`src/rtl/pmp_boot_pkg.sv`:
```
// Shared types and constants for the PMP boot programming sequencer.
// CSR port structs toward the PMP, state encoding, base CSR addresses and the cfg readback mask.
package pmp_boot_pkg;

   typedef logic [2:0] pmp_boot_state_type;

   localparam pmp_boot_state_type ST_IDLE  = 3'd0;
   localparam pmp_boot_state_type ST_WADDR = 3'd1;
   localparam pmp_boot_state_type ST_WCFG  = 3'd2;
   localparam pmp_boot_state_type ST_RADDR = 3'd3;
   localparam pmp_boot_state_type ST_RCFG  = 3'd4;
   localparam pmp_boot_state_type ST_DONE  = 3'd5;

   localparam logic [11:0] csr_pmpcfg0  = 12'h3A0;
   localparam logic [11:0] csr_pmpaddr0 = 12'h3B0;

   // Bits 6:5 of each pmpcfg byte are hardwired zero in the PMP.
   localparam logic [7:0] pmp_cfg_rd_mask = 8'h9F;

   typedef struct packed {
      logic        cwren;
      logic [11:0] cwaddr;
      logic [31:0] cwdata;
      logic        crden;
      logic [11:0] craddr;
   } csr_pmp_in_type;

   typedef struct packed {
      logic [31:0] crdata;
      logic        cready;
   } csr_pmp_out_type;

   function automatic logic [31:0] cfg_rd_expect(input logic [31:0] wr_word);
      return wr_word & {4{pmp_cfg_rd_mask}};
   endfunction

endpackage

```
`src/rtl/pmp_boot_verify.sv`:
```
// Readback comparator with sticky error and first-failure address capture.
// Error/err_addr update one cycle after the failing read; no backpressure (PMP answers same cycle).
module pmp_boot_verify
   import pmp_boot_pkg::*;
(
   input  logic            clock,
   input  logic            reset,
   input  logic            clear,
   input  logic            rd_vld,
   input  logic [11:0]     rd_addr,
   input  logic [31:0]     rd_exp,
   input  csr_pmp_out_type csr_pmp_out,
   output logic            error,
   output logic [11:0]     err_addr
);

   logic        error_q, error_d;
   logic [11:0] err_addr_q, err_addr_d;
   logic        rd_fail;

   always_comb begin
      rd_fail    = rd_vld && (!csr_pmp_out.cready || (csr_pmp_out.crdata != rd_exp));
      error_d    = error_q | rd_fail;
      err_addr_d = err_addr_q;
      if (rd_fail && !error_q) begin
         err_addr_d = rd_addr;
      end
      if (clear) begin
         error_d    = 1'b0;
         err_addr_d = '0;
      end
   end

   always_ff @(posedge clock) begin
      if (reset) begin
         error_q    <= 1'b0;
         err_addr_q <= '0;
      end else begin
         error_q    <= error_d;
         err_addr_q <= err_addr_d;
      end
   end

   assign error    = error_q;
   assign err_addr = err_addr_q;

endmodule

```
`src/rtl/pmp_boot.sv`:
```
// Programs PMP pmpaddr then pmpcfg CSRs from a region table; readback verify when PMP_BOOT_VERIFY_EN.
// done at cycle 1+W(+R) after start, W=R=n+n/4; no backpressure, start ignored unless idle.
module pmp_boot
   import pmp_boot_pkg::*;
#(
   parameter int pmp_region = 8
) (
   input  logic                    clock,
   input  logic                    reset,
   input  logic                    start,
   input  logic [pmp_region*8-1:0]  cfg_data,
   input  logic [pmp_region*32-1:0] addr_data,
   output csr_pmp_in_type          csr_pmp_in,
   input  csr_pmp_out_type         csr_pmp_out,
   output logic                    busy,
   output logic                    done,
   output logic                    error,
   output logic [11:0]             err_addr
);

   localparam int IDX_W = (pmp_region > 1) ? $clog2(pmp_region) : 1;
   localparam logic [IDX_W-1:0] ADDR_LAST = IDX_W'(pmp_region - 1);
   localparam logic [IDX_W-1:0] CFG_LAST  = IDX_W'(pmp_region / 4 - 1);

   pmp_boot_state_type       state_q, state_d;
   logic [IDX_W-1:0]         idx_q, idx_d;
   logic [pmp_region*8-1:0]  cfg_sh_q, cfg_sh_d;
   logic [pmp_region*32-1:0] addr_sh_q, addr_sh_d;

   always_comb begin
      state_d   = state_q;
      idx_d     = idx_q;
      cfg_sh_d  = cfg_sh_q;
      addr_sh_d = addr_sh_q;
      case (state_q)
         ST_IDLE: begin
            if (start) begin
               cfg_sh_d  = cfg_data;
               addr_sh_d = addr_data;
               idx_d     = '0;
               state_d   = ST_WADDR;
            end
         end
         ST_WADDR: begin
            if (idx_q == ADDR_LAST) begin
               idx_d   = '0;
               state_d = ST_WCFG;
            end else begin
               idx_d = idx_q + 1'b1;
            end
         end
         ST_WCFG: begin
            if (idx_q == CFG_LAST) begin
               idx_d = '0;
`ifdef PMP_BOOT_VERIFY_EN
               state_d = ST_RADDR;
`else
               state_d = ST_DONE;
`endif
            end else begin
               idx_d = idx_q + 1'b1;
            end
         end
`ifdef PMP_BOOT_VERIFY_EN
         ST_RADDR: begin
            if (idx_q == ADDR_LAST) begin
               idx_d   = '0;
               state_d = ST_RCFG;
            end else begin
               idx_d = idx_q + 1'b1;
            end
         end
         ST_RCFG: begin
            if (idx_q == CFG_LAST) begin
               idx_d   = '0;
               state_d = ST_DONE;
            end else begin
               idx_d = idx_q + 1'b1;
            end
         end
`endif
         default: begin
            idx_d   = '0;
            state_d = ST_IDLE;
         end
      endcase
   end

   always_ff @(posedge clock) begin
      if (reset) begin
         state_q <= ST_IDLE;
         idx_q   <= '0;
      end else begin
         state_q <= state_d;
         idx_q   <= idx_d;
      end
   end

   // Shadow copy of the table; only meaningful after a start is accepted.
   always_ff @(posedge clock) begin
      cfg_sh_q  <= cfg_sh_d;
      addr_sh_q <= addr_sh_d;
   end

   always_comb begin
      csr_pmp_in = '0;
      case (state_q)
         ST_WADDR: begin
            csr_pmp_in.cwren  = 1'b1;
            csr_pmp_in.cwaddr = csr_pmpaddr0 + 12'(idx_q);
            csr_pmp_in.cwdata = addr_sh_q[32*idx_q +: 32];
         end
         ST_WCFG: begin
            csr_pmp_in.cwren  = 1'b1;
            csr_pmp_in.cwaddr = csr_pmpcfg0 + 12'(idx_q);
            csr_pmp_in.cwdata = cfg_sh_q[32*idx_q +: 32];
         end
`ifdef PMP_BOOT_VERIFY_EN
         ST_RADDR: begin
            csr_pmp_in.crden  = 1'b1;
            csr_pmp_in.craddr = csr_pmpaddr0 + 12'(idx_q);
         end
         ST_RCFG: begin
            csr_pmp_in.crden  = 1'b1;
            csr_pmp_in.craddr = csr_pmpcfg0 + 12'(idx_q);
         end
`endif
         default: ;
      endcase
   end

   assign busy = (state_q == ST_WADDR) || (state_q == ST_WCFG) ||
                 (state_q == ST_RADDR) || (state_q == ST_RCFG);
   assign done = (state_q == ST_DONE);

`ifdef PMP_BOOT_VERIFY_EN
   logic        start_acc;
   logic [31:0] rd_exp;

   always_comb begin
      start_acc = (state_q == ST_IDLE) && start;
      rd_exp    = '0;
      if (state_q == ST_RADDR) begin
         rd_exp = addr_sh_q[32*idx_q +: 32];
      end else if (state_q == ST_RCFG) begin
         rd_exp = cfg_rd_expect(cfg_sh_q[32*idx_q +: 32]);
      end
   end

   pmp_boot_verify u_verify (
      .clock       (clock),
      .reset       (reset),
      .clear       (start_acc),
      .rd_vld      (csr_pmp_in.crden),
      .rd_addr     (csr_pmp_in.craddr),
      .rd_exp      (rd_exp),
      .csr_pmp_out (csr_pmp_out),
      .error       (error),
      .err_addr    (err_addr)
   );
`else
   logic unused_csr_pmp_out;
   assign unused_csr_pmp_out = ^csr_pmp_out;
   assign error    = 1'b0;
   assign err_addr = '0;
`endif

endmodule
```
`config.mk`:
```
export PLATFORM = sky130hd
export DESIGN_NAME = pmp_boot
export DESIGN_NICKNAME = d
export VERILOG_FILES = /design/src/rtl/pmp_boot_pkg.sv /design/src/rtl/pmp_boot_verify.sv /design/src/rtl/pmp_boot.sv
export SDC_FILE = /design/constraint.sdc
export NUM_CORES = 1
export LEC_CHECK = 0
export ABC_AREA = 1
export CAP_MARGIN = 40
export CELL_PAD_IN_SITES_DETAIL_PLACEMENT = 1
export CELL_PAD_IN_SITES_GLOBAL_PLACEMENT = 1
export CORE_MARGIN = 8
export CORE_UTILIZATION = 35
export DETAILED_ROUTE_END_ITERATION = 10
export PLACE_DENSITY = 0.88
export SLEW_MARGIN = 20
export SYNTH_ARGS = -nofsm -noshare
export SYNTH_HDL_FRONTEND = slang
export SYNTH_SLANG_ARGS = --single-unit
```
`constraint.sdc`:
```
create_clock -name clock -period 46.4 [get_ports clock]
set_clock_uncertainty 0.1 [all_clocks]
set_input_delay 9.28 -clock clock [delete_from_list [all_inputs] [get_ports clock]]
set_output_delay 9.28 -clock clock [all_outputs]
set_load 0.01 [all_outputs]
```
After elaboration in Yosys (flattened, before gate mapping). Index checks and enable logic that the tools add are counted.

Add/subtract/negate cells: 3. Eq/ne operators: 10. Shift-type cells: 2. Muxes and demuxes: 9. Reductions and logical operators: 6.

Operators by type and width (count): 256-bit by 9-bit indexed part select with 32-bit output (1); 45-bit case mux with 2 select lines (1); 64-bit by 9-bit indexed part select with 32-bit output (1); 10-bit by 3-bit adder with 11-bit output (first input constant) (2); 3-bit two-way mux (6); 3-bit case mux with 3 select lines (2); 3-bit equality test (second input constant) (3); 3-bit by 1-bit equality test with 1-bit output (second input constant) (2); 3-bit by 2-bit equality test with 1-bit output (second input constant) (2); 2-bit inequality test (second input constant) (3); 3-bit by 1-bit adder with 3-bit output (second input constant) (1); 3-bit logical NOT (1); 1-bit logical OR (3); 3-bit AND reduction (1); 2-bit AND reduction (1).

Register bits after elaboration: 326. Input bits: 356. Output and inout port bits: 73. Logic and storage cells: 34.

Logic depth before layout (Yosys ltp).
Depth in word-level cells: 4. Mapped depth: 10. Depth with buffers taken out: 9.

Worst setup path after synthesis. No wires, ideal clock.

Path type: input -> register. From: input port start. To: register addr_sh_q[0] (enable). Setup time: 1.785 ns. Arrival time: 39.219 ns. Required time: 44.515 ns. Setup slack: 5.296 ns. Stages on the path: 2. Buffers on the path: 0. Path through: inv_1 -> nor4_1.

Longest elaborated chain between the ends: 1.

Ends and longest elaborated chain: from (decl) (RTL line pmp_boot.sv:10) `input logic start,`; 2-bit AND reduction (no line); to (signal assigned) (RTL line pmp_boot.sv:102) `addr_sh_q <= addr_sh_d;`; to (decl) (RTL line pmp_boot.sv:28) `logic [pmp_region*32-1:0] addr_sh_q, addr_sh_d;`.

Every way passes these cells. A chain may end at the register's enable or synchronous reset.

==> key figures <==
Routing
  • Post-route ant nets: 0
  • Final WL: 48800 um
  • Drc violations: 0
  • Via Count: 10.5k
  • Post-DR vias/cell: 5.01
  • Routed len/inst: 23.4 um
  • Iteration-0 DRC Markers: 697
  • First drt pass iteration count: 7

Timing
  • Final max-slew violation count: 0
  • Hold Fails Final Rpt: 0
  • Fmax: 0.0748 GHz
  • Final setup margin: 33040 ps
  • RSZ-0062 raised after global routing: false
  • Final period util: 28.8%
  • Fin Setup TNS: 0 ps
  • Max-slew headroom: 44.8%
  • Tmin final: 13360 ps
  • Endpoints failing setup: 0
  • Slew @ Worst Pin: 828 ps

GRT
  • Largest net degree at the start of global routing: 76
  • GRT Overall Usage: 21.1%
  • Met1 usage: 22.5%
  • Grt ovf: 0
  • Initial antenna violation count: 5
  • Met3 GRT Util: 6.16%
  • Layer with the highest usage: met2
  • Vias in the first global route: 11.6k
  • First-pass GRT wire length: 71300 um
  • Met2 Use GR: 37.8%

Yosys
  • Ys Warns: 0
  • Post-synth top flop: edfxtp_1
  • Synth Instances: 1191
  • Post-Syn Area: 13600 sq um
  • Number of flops mapped to enable cells by yosys: 320
  • Synth cell types: 26
  • Seq cells post-synth: 326
  • Syn avg cell area: 11.4 sq um
  • Ys async rst share: 0%
  • Post-synthesis sequential area ratio: 71.6%

Clock network
  • Sink Count: 326
  • Skew-Pair Late Insertion Delay: 540 ps
  • Clock-pin slew on the worst setup and hold paths: 60 ps
  • H-tree depth: 2
  • Clock Path Buffers: 3
  • Root Driver: clkbuf_16
  • Post-CTS Setup Bufs: 0
  • Hold buffers post-CTS: 0
  • CTS tree: yes
  • Num CTS Buffers: 38
  • Post-CTS sizing: 0

Layout
  • Most frequent cells in the layout: clkdlybuf4s50_1 (365), edfxtp_1 (320), nand2_1 (292), nor2_1 (170), nand3_1 (163)
  • Nets: 1896
  • Commonest non-fill, non-tap cell in the layout: clkdlybuf4s50_1
  • # fillers: 4082
  • Layout Area Growth over Synthesis: 38.6%
  • Share of cells above drive strength 1: 5.18%

Placement
  • GPL Wtd Cong: 0.893
  • Setup WS pre-CTS: 33530 ps
  • Port-buffer cells: 365
  • Post-DP HPWL: 33900 um

Worst setup path
  • R2R depth: 6
  • CP peak stage delay: 660 ps
  • Arr. time, crit path: 3980 ps
  • Worst setup SP type: register
  • Cell Chain, Critical Path: nor2_4 -> nand2_8 -> buf_4 -> nand2_2 -> buf_16 -> nand2_1 -> nor2_1 -> clkdlybuf4s50_1
  • CP Class: register to output pin
  • Max stage delay cell, worst path: buf_4
  • CP Max Fanout: 75
  • Critical Path RT: 37020 ps
  • Crit path capture type: output pin

Die
  • I/O pin cnt: 429
  • Core ar.: 38500 sq um
  • Die Footprint: 45400 sq um
  • Chip Width: 213 um
  • Die Ht: 213 um
  • FP Rows: 72
  • Initial Util: 35.3%

Pwr
  • Max VDD drop: 0.0292 mV
  • Pwr Density: 58.6 nW/um^2
  • Lkg Pwr: 0.00706 uW

Flow run
  • Max-cap check violation count: 0

Status
  • Status: complete, no violations

Worst hold path
  • WHS Path Cells: 2
  • Tightest Hold Check Type: register to register
-- area by class of cell --
class | count | area [sq um] | area share, %
multi-input cells | 770 | 3310 | 17.5
clock buffers | 52 | 1070 | 5.66
well taps | 518 | 648 | 3.44
inverters | 17 | 70.1 | 0.372
clock inverters | 16 | 106 | 0.564
repair buffers | 383 | 3900 | 20.7
diodes | 4 | 10.0 | 0.0531
flip-flops and latches | 326 | 9740 | 51.7
-- routing by layer --
metal	part of all wire [%]	vias to the layer above
met5	0.027	-
met4	4.1	2
met3	8.8	100
met2	51	466
met1	36	5137
li1	-	4750
-- worst max-delay path: cells and delay by family, from the launching register on --
kind | cells | cell delay (ps)
and+or+nand+nor | 5 | 1360
DFF | 1 | 510
buffers and inverters | 3 | 1510
-- cell families after synthesis --
logic type | Yosys count | synth area share (%)
AO/OA/AOI/OAI | 106 | 3.96
adder cells (fa/ha/maj) | 4 | 0.368
buffers and inverters | 124 | 5.04
flip-flops | 326 | 71.6
other | 1 | 0.0276
AND/OR/NAND/NOR | 630 | 19.0
-- stage by stage --
step / cells / total power [uW] / util, % / area (sq um) / hold slack, ps
floorplan: 1220 / 733 / - / 13700 / 488
global placement: 2008 / 799 / 45.5 / 17500 / 514
detailed placement: 2011 / 826 / 45.7 / 17600 / 560
CTS: 2079 / 1120 / 48.8 / 18800 / 586
global route: 2085 / 1170 / 49.0 / 18800 / 665
finish: 2086 / 1110 / 49.0 / 18800 / 603
-- state kept, by name (all words and copies together) (netlist names) --
signal     cells
addr_sh_q    256
idx_q          3
state_q        3
cfg_sh_q      64
-- cells in the mapped netlist (all sizes together) (2+ instances only) --
library cell  number  area [sq um]
dfxtp              6           120
o22ai              2          12.5
clkbuf            26          97.6
a21oi             34           170
ha                 4          50.1
edfxtp           320          9610
buf               81           522
o21ai             68           340
nor2             171           649
nand2            294          1110
inv               17          66.3
nand3            163           816
-- path summary, 6_finish.rpt --
check / startpoint / end / slack (ps)
setup / recovery: state_q[0] / csr_pmp_in[13] / 33040
hold / removal: state_q[0] / state_q[0] / 600
setup reg to reg: state_q[1] / addr_sh_q[151] / 43100
hold reg to reg: state_q[0] / state_q[0] / 600
-- power breakdown --
part	switching [uW]	internal [uW]
logic	247	132
clock network	119	167
registers	25.4	414
No activity file was read; power rests on OpenSTA's default activity.
